File: src/rtl/ring_dec_pkg.sv
// Shared types and constants for the ring pattern decoder.
package ring_dec_pkg;

    localparam int DEF_WIDTH = 8;

    // Tracking FSM states; ACQUIRE is the reset state.
    typedef enum logic [1:0] {
        ACQUIRE,
        TRACK,
        LOCKED
    } state_e;

    // Classification of the step between the previous and the new index.
    typedef enum logic [1:0] {
        FWD,
        BWD,
        JUMP
    } step_e;

endpackage

File: src/rtl/onehot_to_idx.sv
// Combinational one-hot check and binary index extraction.
module onehot_to_idx #(
    parameter int WIDTH = 8
) (
    input  logic [WIDTH-1:0]         pat,
    output logic                     valid,
    output logic [$clog2(WIDTH)-1:0] idx
);
    localparam int IW = $clog2(WIDTH);
    localparam int CW = $clog2(WIDTH + 1);

    logic [CW-1:0] ones;

    // Count set bits and remember the position of the highest one.
    always_comb begin
        ones = '0;
        idx  = '0;
        for (int i = 0; i < WIDTH; i++) begin
            if (pat[i]) begin
                ones = ones + CW'(1);
                idx  = IW'(i);
            end
        end
        valid = (ones == CW'(1));
    end

endmodule

File: src/rtl/ring_pattern_decoder.sv
// Decodes a one-hot ring pattern to an index, infers shift direction,
// declares lock after LOCK_STEPS same-direction steps and flags illegal
// patterns or jumps. Define RING_DEC_ERRCNT_EN to build the saturating
// error counter; otherwise err_cnt is tied to zero.
module ring_pattern_decoder
    import ring_dec_pkg::*;
#(
    parameter int WIDTH      = DEF_WIDTH,
    parameter int LOCK_STEPS = 4,
    parameter int ERR_W      = 8
) (
    input  logic                     mclk,
    input  logic                     rst,
    input  logic [WIDTH-1:0]         pat,
    output logic [$clog2(WIDTH)-1:0] idx,
    output logic                     onehot_ok,
    output logic                     dir,
    output logic                     locked,
    output logic                     step_err,
    output logic [ERR_W-1:0]         err_cnt
);
    localparam int         IW     = $clog2(WIDTH);
    localparam logic [3:0] LOCK_N = 4'(LOCK_STEPS);

    logic [WIDTH-1:0] pat_q, last_q;
    logic             eval;
    logic             nvalid;
    logic [IW-1:0]    nidx;
    logic [IW-1:0]    idx_inc, idx_dec;
    step_e            step;
    logic             same_dir;
    logic             err_ev;
    logic [3:0]       step_cnt, cnt_inc;
    state_e           state;

    onehot_to_idx #(.WIDTH(WIDTH)) u_dec (
        .pat   (pat_q),
        .valid (nvalid),
        .idx   (nidx)
    );

    assign eval = (pat_q != last_q);

    // Classify the step relative to the last accepted index (mod WIDTH).
    always_comb begin
        idx_inc  = (idx == IW'(WIDTH - 1)) ? '0 : idx + IW'(1);
        idx_dec  = (idx == '0) ? IW'(WIDTH - 1) : idx - IW'(1);
        if (nidx == idx_inc)      step = FWD;
        else if (nidx == idx_dec) step = BWD;
        else                      step = JUMP;
        same_dir = (step == FWD && !dir) || (step == BWD && dir);
        cnt_inc  = (step_cnt < LOCK_N) ? step_cnt + 4'd1 : step_cnt;
        err_ev   = eval && (state != ACQUIRE) && (!nvalid || step == JUMP);
    end

    // Input sampling and tracking FSM with registered outputs.
    always_ff @(posedge mclk or negedge rst) begin
        if (!rst) begin
            pat_q     <= '0;
            last_q    <= '0;
            state     <= ACQUIRE;
            step_cnt  <= '0;
            idx       <= '0;
            onehot_ok <= 1'b0;
            dir       <= 1'b0;
            locked    <= 1'b0;
            step_err  <= 1'b0;
        end else begin
            pat_q    <= pat;
            step_err <= 1'b0;
            if (eval) begin
                last_q    <= pat_q;
                onehot_ok <= nvalid;
                case (state)
                    ACQUIRE: begin
                        // Illegal patterns here are silently ignored.
                        if (nvalid) begin
                            idx      <= nidx;
                            step_cnt <= '0;
                            state    <= TRACK;
                        end
                    end
                    default: begin
                        if (err_ev) begin
                            // A legal jump target is not adopted as reference.
                            step_err <= 1'b1;
                            state    <= ACQUIRE;
                            locked   <= 1'b0;
                            step_cnt <= '0;
                        end else if (state == TRACK && step_cnt == '0) begin
                            // First step after acquisition picks the direction.
                            idx      <= nidx;
                            dir      <= (step == BWD);
                            step_cnt <= 4'd1;
                            if (LOCK_N <= 4'd1) begin
                                state  <= LOCKED;
                                locked <= 1'b1;
                            end
                        end else if (same_dir) begin
                            idx      <= nidx;
                            step_cnt <= cnt_inc;
                            if (cnt_inc >= LOCK_N) begin
                                state  <= LOCKED;
                                locked <= 1'b1;
                            end
                        end else begin
                            // Opposite-direction step is a legal mode switch.
                            idx      <= nidx;
                            dir      <= ~dir;
                            step_cnt <= 4'd1;
                            state    <= TRACK;
                            locked   <= 1'b0;
                        end
                    end
                endcase
            end
        end
    end

`ifdef RING_DEC_ERRCNT_EN
    logic [ERR_W-1:0] err_q;

    // Saturating count of error pulses, updated with step_err.
    always_ff @(posedge mclk or negedge rst) begin
        if (!rst)                          err_q <= '0;
        else if (err_ev && err_q != '1)    err_q <= err_q + ERR_W'(1);
    end

    assign err_cnt = err_q;
`else
    assign err_cnt = '0;
`endif

endmodule

File: config.mk
export PLATFORM = sky130hd
export DESIGN_NAME = ring_pattern_decoder
export DESIGN_NICKNAME = d
export VERILOG_FILES = /design/src/rtl/ring_dec_pkg.sv /design/src/rtl/onehot_to_idx.sv /design/src/rtl/ring_pattern_decoder.sv
export SDC_FILE = /design/constraint.sdc
export NUM_CORES = 1
export LEC_CHECK = 0
export ABC_CLOCK_PERIOD_IN_PS = 6480
export CAP_MARGIN = 20
export CORE_MARGIN = 2
export CORE_UTILIZATION = 23
export CTS_CLUSTER_DIAMETER = 80
export DETAILED_ROUTE_END_ITERATION = 6
export DONT_BUFFER_PORTS = 1
export PLACE_DENSITY = 0.42
export REMOVE_ABC_BUFFERS = 1
export SYNTH_ARGS = -nofsm -noshare
export SYNTH_HDL_FRONTEND = slang
export SYNTH_HIERARCHICAL = 1
export SYNTH_SLANG_ARGS = --single-unit
File: constraint.sdc
create_clock -name mclk -period 6.48 [get_ports mclk]
set_clock_uncertainty 0.15 [all_clocks]
set_input_delay 0.972 -clock mclk [delete_from_list [all_inputs] [get_ports mclk]]
set_output_delay 0.972 -clock mclk [all_outputs]
set_load 0.02 [all_outputs]
==> flow_summary.yaml, run 1 <==
run_status:
  run_status: "finished clean"
setup_path:
  cpPeakStageDelay_ps: 420
  r2r_setup_slack_ps: 1140
  endpoint_kind: "register"
  slowest_stage: "dfrtp_1"
  cp.arrival_ps: 5350
  cp-start-kind: "register"
  path_max_fanout: 5
  worst_ep_required_time_ps: 6500
  worstSetupPathType: "register to register"
  reg2reg_from: "pat_q[1]"
  crit_top_cell: "ha_1"
  reg2reg_depth: 22
  reg2reg_to: "idx[2]"
  path_cells: "inv_1 > ha_1 > xor2_1 > ha_1 > nand2_1 > o31ai_1 > ha_1 > nor2b_1 > nor2_1 > ha_1 > a22o_1 > ha_1 > nor2b_1 > nor2_1 > ha_1 > xor3_1 > a32oi_1 > o21ai_1 > o311a_1 > o21ai_0 > a21oi_2 > mux2_1"
sta:
  setup_tns_ps: 0
  final.min_clock_period_ps: 5340
  tightest_slew_ps: 724
  slew-limit-headroom_pct: 51.3
  setup_viol: 0
  final_max_slew_viol_count: 0
  grt_setup_unrepaired: "false"
  hold_ws_ps: 231
  hold_viol_final: 0
  max_freq_ghz: 0.187
  fin_crit_sh_pct: 82.4
synthesis:
  synth_seq_area_share_pct: 34.2
  synth_cell_type_count: 62
  ys_async_sr_fraction_pct: 100
  ys_warn_count: 6
  synth_flop_cell: "dfrtp_1"
  synth_compound_area_share_pct: 13.9
  syn-cell-area_mm2: 0.00212
  netlist_instances: 220
  syn_area_per_cell_um2: 9.65
  synth_edf_count: 0
  synth-xor-area-share_pct: 12.6
  synthSimpleGateAreaFrac_pct: 20.3
  synthMuxAreaShare_pct: 2.06
  synth_fa_ha_area_share_pct: 7.67
  synth_seq_cells: 29
  synth_top_family_by_area: "simple AND/OR/NAND/NOR gates"
final_layout:
  n_antenna_cell: 0
  synthToLayoutAreaGrowth_pct: 4.19
  num-nets-final: 234
  drive_gt1_share_pct: 9.43
  final_util_pct: 24.3
  stdcell_area_mm2: 0.00221
grt:
  grt_pass1_wl_um: 7020
  grt_max_degree: 30
  grt_pass1_vias: 1403
  track_usage_pct: 8.87
  antenna_found_initial: 0
  grt-ovfl-total: 0
detailed_routing:
  vias_per_cell: 4.47
  antenna_left: 0
  vias: 1444
  drtIter0Drc: 50
  dr.pass1.iters: 4
  wl_per_cell_um: 13.0
  drc_errors: 0
  drt-total-wl_um: 4200
floorplan:
  fp.dieH_um: 100
  die_w_um: 100
  ios: 25
  initial_core_util_pct: 23.3
  die-area_mm2: 0.0100
  rows: 35
  core_mm2: 0.00911
clock_tree:
  cts_htree_levels: 2
  ctsResizeCount: 0
  postCtsSetupRepairBufs: 0
  clk_path_buf_depth: 2
  clkTransAtPathRegs_ps: 60
  numCtsBuffers: 5
  cts_root_buf: "clkbuf_8"
  hold_buffers: 0
  clkSinkCount: 29
  clkLatencyLatePin_ps: 280
  cts_tree: "yes"
power:
  power_w: 0.000739
  p_per_area_mw_per_mm2: 334
  vdd_drop_max_mv: 0.114
  leakage_nw: 0.932
place:
  io_buffers: 0
  postPlaceCellArea_mm2: 0.00213
  gp_congestion: 0.772
  place_hpwl_um: 3090
run:
  maxCapViolCount: 0
hold_path:
  hold_path_class: "input port to async pin"
## worst max-delay path: cells and delay by family, from the launching register on
kind / cells / cell delay [ps]
adders and majority gates: 6 / 1780
AOI/OAI and AO/OA: 7 / 1400
muxes: 1 / 340
xor gates and xnor gates: 2 / 560
DFF: 1 / 420
buffers and inverters: 1 / 60
and+or+nand+nor: 5 / 510
## Yosys cell counts, types with 2 or more instances
cell | number | area (µm²)
a21oi_1 | 4 | 20.0
nor2b_1 | 4 | 25.0
a211oi_1 | 2 | 15.0
clkbuf_1 | 11 | 41.3
nand4_1 | 4 | 25.0
nand2_1 | 13 | 48.8
inv_1 | 9 | 33.8
o21ai_0 | 3 | 15.0
or3_1 | 2 | 12.5
or2_2 | 2 | 12.5
o21bai_1 | 2 | 15.0
dfrtp_1 | 29 | 726
nand2b_1 | 4 | 25.0
buf_4 | 8 | 60.1
o311a_1 | 2 | 20.0
nor3_1 | 4 | 20.0
ha_1 | 13 | 163
nor4_1 | 2 | 12.5
nor2_1 | 24 | 90.1
nand3_1 | 6 | 30.0
xor3_2 | 2 | 50.1
nor3b_1 | 2 | 15.0
mux2_1 | 3 | 33.8
o31ai_1 | 4 | 30.0
xnor2_1 | 16 | 140
a31oi_1 | 2 | 12.5
and2_1 | 3 | 18.8
xor2_1 | 3 | 26.3
o211ai_1 | 4 | 30.0
## layer usage
layer	vias to the layer above	share of wire (%)	track usage (%)
met4	0	1.5	3.37
met3	5	4.5	2.72
met1	671	51	12.5
met5	-	0	0
met2	26	43	12.7
li1	742	-	-
## placed cells by master, fill, tap and decap left out, types with 5 or more instances in the layout
master and instances:
dfrtp_1 29, nor2_1 24, nand3_1 6, xnor2_1 16
nand2_1 13, clkbuf_8 5, inv_1 9, ha_1 13
conb_1 8
## state kept, by name, summed over array words and instances, names as in the netlist
name       cells
last_q         8
pat_q          8
step_cnt       4
idx            3
state          2
dir            1
locked         1
onehot_ok      1
step_err       1
## kinds of logic after synthesis
kind of cell,after synthesis
DFF,29
AOI/OAI and AO/OA,37
muxes,4
xor gates and xnor gates,23
buffers and inverters,33
and+or+nand+nor,80
adders and majority gates,13
other,1
## layout make-up
cell class	instances	area, µm²
Tap cell	111	139
Multi-Input combinational cell	165	1230
Inverter	10	37.5
Fill cell	968	6900
Sequential cell	29	726
Clock buffer	8	80.1
## where the power goes
part | internal, W | leakage [nW] | total [W] | switching [W]
clock network | 0.0000762 | 0.0395 | 0.000144 | 0.0000679
logic | 0.000150 | 0.540 | 0.000327 | 0.000177
registers | 0.000208 | 0.353 | 0.000267 | 0.0000598
total | 0.000434 | 0.932 | 0.000739 | 0.000305
## per-stage QoR
| stage | std cells | setup WS (ps) |
|---|---|---|
| 6_report | 323 | 1140 |
| 3_3_place_gp | 315 | 1190 |
| 4_1_cts | 323 | 1070 |
| 5_1_grt | 323 | 731 |
| 3_5_place_dp | 315 | 1080 |
| 2_1_floorplan | 204 | 1620 |
## how the worst max path moves through the flow
stage                  start     end  depth (start not counted)
finish              pat_q[1]  idx[2]                         22
global route        pat_q[1]  idx[0]                         22
CTS                 pat_q[1]  idx[1]                         22
detailed placement  pat_q[1]  idx[1]                         22
global placement    pat_q[0]  idx[2]                         22
floorplan           pat_q[0]  idx[0]                         22
No activity file was read; power rests on OpenSTA's default activity.
==> inputs of run 2 (changes only) <==
Settings changed: ABC_CLOCK_PERIOD_IN_PS 6480 to 4700, PLACE_DENSITY 0.42 to 0.43.
Clock period 6.48 ns to 4.7 ns, I/O delays scaled along.
==> run 2 against run 1 <==
  * Global-route usage increased by 0.80 points
  * Cell count increased by 8.4%
  * Register-to-register slack got worse by 1000 ps
  * Utilization increased by 4.4 points
  * Sequential power increased by 37%
  * Critical path type unchanged
  * Critical endpoint is now idx[1]
  * Largest cell class unchanged
  * Setup slack got worse by 1000 ps
  * Count of clock-buffer cells in the layout decreased by 1
  * Routed wire length increased by 8.0%
  * Non-clock buffer count increased by 28
  * Clock power increased by 44%
  * Largest power group unchanged
  * Via count increased by 8.9%
  * Critical path depth unchanged
==> flow_summary.yaml, run 2 (same netlist as run 1, synthesis figures left out) <==
setup_path:
  cp.arrival_ps: 4580
  endpoint_kind: "register"
  worst_ep_required_time_ps: 4710
  path_max_fanout: 4
  cp-start-kind: "register"
  worstSetupPathType: "register to register"
floorplan:
  core_mm2: 0.00911
  fp.dieH_um: 100
  die_w_um: 100
  die-area_mm2: 0.0100
  rows: 35
  initial_core_util_pct: 23.3
  ios: 25
final_layout:
  drive_gt1_share_pct: 30.5
  final_cell_mix: "dfrtp_1 (29), buf_4 (26), nor2_1 (20)"
  synthToLayoutAreaGrowth_pct: 23.0
  n_antenna_cell: 0
  top_regs: "last_q: 8 flops, pat_q: 8 flops, step_cnt: 4 flops"
  seqCellArea_um2: 726
  num-nets-final: 262
  stdcell_area_mm2: 0.00261
  n_fill_cell: 953
  final_util_pct: 28.7
  final_common_cell: "dfrtp_1"
  multi_input_area_mm2: 0.00140
clock_tree:
  numCtsBuffers: 5
  cts_tree: "yes"
  clkSinkCount: 29
  cts_root_buf: "clkbuf_8"
  clk_path_buf_depth: 2
  clkLatencyLatePin_ps: 280
  clkTransAtPathRegs_ps: 70
  cts_htree_levels: 2
run_status:
  run_status: "finished clean"
sta:
  final_max_slew_viol_count: 0
  grt_setup_unrepaired: "true"
  fin_crit_sh_pct: 97.2
  setup_viol: 0
  hold_viol_final: 0
  max_freq_ghz: 0.219
  slew-limit-headroom_pct: 37.0
  final.min_clock_period_ps: 4570
  tightest_slew_ps: 942
place:
  place_hpwl_um: 3260
  gp_congestion: 0.779
  postPlaceCellArea_mm2: 0.00229
  io_buffers: 0
run:
  maxCapViolCount: 0
detailed_routing:
  drt-total-wl_um: 4540
  vias: 1572
  drtIter0Drc: 143
  antenna_left: 0
  wl_per_cell_um: 13.0
  vias_per_cell: 4.49
  drc_errors: 0
  dr.pass1.iters: 4
power:
  leakage_nw: 1.11
  vdd_drop_max_mv: 0.180
  power_w: 0.00119
  p_per_area_mw_per_mm2: 455
hold_path:
  hold_path_class: "input port to async pin"
grt:
  grt_max_degree: 30
  antenna_found_initial: 0
  grt_pass1_wl_um: 7710
  track_usage_pct: 9.67
  grt_pass1_vias: 1589
  grt-ovfl-total: 0
-- run 2: changes by cell type in the layout (fill, tap and decap cells not counted), sizes merged --
cell,delta
buf,+28
clkbuf,-1
-- run 2: metrics by stage --
step                      TNS, ps  hold WS (ps)  setup slack [ps]  std cells
after floorplan              -600           259              -157        204
after global placement      -1940           260              -238        336
after detailed placement    -2530           260              -306        336
after CTS                       0          91.5              3.49        349
after global routing         -772          89.6              -104        350
final                           0          90.4               133        350
-- run 2: timing repair --
action | 4_1_cts | 5_1_grt
endpoints found under the setup margin | 12 | 12
pin swaps | 7 | 17
hold buffers | 1 | 0
hold endpoints to repair | 29 | 0
gates resized for setup | 13 | 21
buffers inserted | 5 | 2
-- run 2: power by group --
part | internal, W | leakage, nW | switching (W)
combinational | 0.000303 | 0.717 | 0.000309
clock | 0.000116 | 0.0443 | 0.0000916
sequential | 0.000286 | 0.353 | 0.0000812
total | 0.000705 | 1.11 | 0.000482
-- run 2: final cells by class --
| cell class | instances | share of cell area, % |
|---|---|---|
| multi-input combinational | 165 | 53.5 |
| sequential | 29 | 27.8 |
| timing repair buffer | 28 | 8.68 |
| tap | 111 | 5.32 |
| clock buffer | 7 | 3.31 |
| inverter | 10 | 1.44 |
-- run 2: per-layer routing --
| layer | global-route usage [%] | wire (µm) | up-vias |
|---|---|---|---|
| li1 | - | - | 789 |
| met1 | 13.0 | 2150 | 750 |
| met2 | 15.1 | 2150 | 28 |
| met3 | 3.13 | 190 | 5 |
| met4 | 2.63 | 41 | 0 |
| met5 | 0 | 0 | - |
-- run 2: final timing paths --
| kind | depth (start not counted) | endpoint | startpoint | slack, ps |
|---|---|---|---|---|
| setup reg to reg | 22 | idx[1] | pat_q[0] | 130 |
| hold reg to reg | 2 | step_cnt[2] | step_cnt[2] | 340 |
| hold / removal | 1 | onehot_ok | rst | 90 |
| max in group asynchronous | 1 | pat_q[3] | rst | 4130 |
| min in group mclk | 0 | pat_q[6] | pat[6] | 300 |
| setup / recovery | 22 | idx[1] | pat_q[0] | 130 |
-- run 2: critical path, cell delays in order, from the launching register on --
cell and delay [ps]:
dfrtp_1 390, inv_2 60, ha_4 250, xor2_2 170
ha_1 310, nand2_2 90, o31ai_4 80, ha_4 240
nor2b_4 120, nor2_2 50, ha_1 260, a22o_1 230
ha_1 290, nor2b_1 140, nor2_1 60, ha_2 300
nor4_4 240, o21bai_1 80, o21ai_1 100, o311a_4 260
o21ai_4 80, a21oi_4 180, mux2_4 320
==> inputs of run 3 (changes only) <==
Settings changed: ABC_CLOCK_PERIOD_IN_PS 4700 to unset, CORE_UTILIZATION 23 to 38, PLACE_DENSITY 0.43 to 0.58.
Clock period 4.7 ns to 5.4 ns, I/O delays scaled along.
==> run 3 against run 2 <==
  * Flip-flop and latch count stayed put
  * Routed wire length is 15% lower
  * Critical path depth stayed put
  * Power is 22% lower
  * Non-clock buffer count is 21 lower
  * Utilization is 13 points higher
  * Worst hold slack worse by 20 ps
  * Register-to-register slack better by 220 ps
  * Critical path type unchanged
  * Largest power group unchanged
==> flow_summary.yaml, run 3 (same netlist as run 1, synthesis figures left out) <==
run_status:
  run_status: "finished clean"
setup_path:
  reg2reg_depth: 22
  reg2reg_from: "pat_q[1]"
  cp.arrival_ps: 5070
  startpoint: "pat_q[1]"
  endpoint_kind: "register"
  path_max_fanout: 5
  cp-start-kind: "register"
  r2r_setup_slack_ps: 350
  reg2reg_to: "step_cnt[0]"
  worst_ep_required_time_ps: 5420
  worstSetupPathType: "register to register"
floorplan:
  fp.dieH_um: 78.7
  initial_core_util_pct: 39.0
  rows: 27
  die_w_um: 78.7
  core_mm2: 0.00544
  ios: 25
  die-area_mm2: 0.00620
sta:
  setup_viol: 0
  layout_setup_ws_ps: 348
  hold_viol_final: 0
  setup_tns_ps: 0
  final_max_slew_viol_count: 0
  tightest_slew_ps: 790
  max_freq_ghz: 0.198
  final.min_clock_period_ps: 5050
  fin_crit_sh_pct: 93.6
  hold_ws_ps: 70.1
  slew-limit-headroom_pct: 46.9
clock_tree:
  clkLatencyLatePin_ps: 280
  cts_root_buf: "clkbuf_8"
  cts_tree: "yes"
  cts_htree_levels: 2
  clkTransAtPathRegs_ps: 60
  clk_path_buf_depth: 2
  hold_buffers: 0
  clkSinkCount: 29
  numCtsBuffers: 5
power:
  vdd_drop_max_mv: 0.214
  p_per_area_mw_per_mm2: 412
  p_comb_share_pct: 45.0
  power_w: 0.000931
  seq_power_share_pct: 34.0
  p_clk_share_pct: 21.0
  switchingPower_w: 0.000366
  leakage_nw: 0.983
  p_sw_share_pct: 39.3
  intPower_w: 0.000565
detailed_routing:
  routed.top_layer: "met4"
  antenna_left: 0
  vias: 1483
  met3_length_um: 118
  drtIter0Drc: 57
  drt-total-wl_um: 3870
  wl_met1_um: 1870
  wl_per_cell_um: 13.3
  vias_per_cell: 5.10
  dr.pass1.iters: 4
  met2_length_um: 1810
  drc_errors: 0
final_layout:
  stdcell_count: 291
  num-nets-final: 241
  n_antenna_cell: 0
  final_common_cell: "dfrtp_1"
  final_cell_mix: "dfrtp_1 (29), nor2_1 (23), xnor2_1 (16)"
  top_regs: "last_q: 8 flops, pat_q: 8 flops, step_cnt: 4 flops"
  synthToLayoutAreaGrowth_pct: 6.49
  drive_gt1_share_pct: 16.4
place:
  place_hpwl_um: 2930
  dp_cells: 280
  gp_congestion: 0.743
  dpl_worst_slack_ps: 185
  io_buffers: 0
hold_path:
  hold_path_class: "input port to async pin"
grt:
  grt-ovfl-total: 0
  antenna_found_initial: 0
  track_usage_pct: 13.9
  grt_pass1_vias: 1482
  grt_max_degree: 30
  grt_pass1_wl_um: 6860
run:
  maxCapViolCount: 0
run 3: changes by cell type in the layout (fill, tap and decap cells not counted), moves of 3 or more:
cell    before  now
mux2_1       0    3
mux2_4       3    0
nor2_1      20   23
buf_4       26    7
run 3: worst max-delay path by stage:
| stage | to | slack [ps] |
|---|---|---|
| final | step_cnt[0] | 350 |
| after global placement | idx[1] | 230 |
| after floorplan | idx[0] | 540 |
| after global routing | step_cnt[3] | -5 |
| after CTS | idx[2] | 150 |
| after detailed placement | idx[0] | 180 |
run 3: critical path: stages, from the launching register on:
cell,delay [ps]
dfrtp_1,410
inv_1,70
ha_2,310
xor2_2,190
ha_1,360
nand2_1,80
o31ai_1,80
ha_1,310
nor2b_1,140
nor2_1,60
ha_1,270
a22o_1,270
ha_1,290
nor2b_2,130
nor2_1,60
ha_1,200
xor3_1,380
a32oi_1,100
o21ai_1,150
o311a_1,270
nor2_1,130
a311o_1,340
a32o_1,200
run 3: final cells by class:
| type | count | area, µm² |
|---|---|---|
| fillers | 548 | 3180 |
| multi-input cells | 165 | 1250 |
| flip-flops and latches | 29 | 726 |
| clock buffers | 7 | 96.3 |
| well taps | 72 | 90.1 |
| repair buffers | 7 | 52.6 |
| inverters | 10 | 37.5 |
| clock inverters | 1 | 5.00 |
run 3: what timing repair did:
item	4_1_cts	5_1_grt
endpoints found under the setup margin	0	11
gates resized for setup	0	7
setup buffers	0	3
run 3: layer usage:
layer  global-route usage, %  vias up
met5                       0        -
met3                    2.73        5
li1                        -      745
met4                    5.26        0
met2                    23.0       20
met1                    18.0      713
run 3: metrics by stage:
stage / util, % / cell area, µm²
detailed placement: 38.8 / 2110
CTS: 40.7 / 2210
global placement: 38.8 / 2110
global route: 41.5 / 2260
floorplan: - / 1990
finish: 41.5 / 2260
run 3: power by group through the flow:
stage          Clock (W)  Combinational, W  Sequential (W)
2_1_floorplan          0          0.000329        0.000310
5_1_grt         0.000213          0.000473        0.000324
3_5_place_dp           0          0.000401        0.000323
4_1_cts         0.000202          0.000403        0.000318
3_3_place_gp           0          0.000395        0.000321
6_report        0.000196          0.000419        0.000316
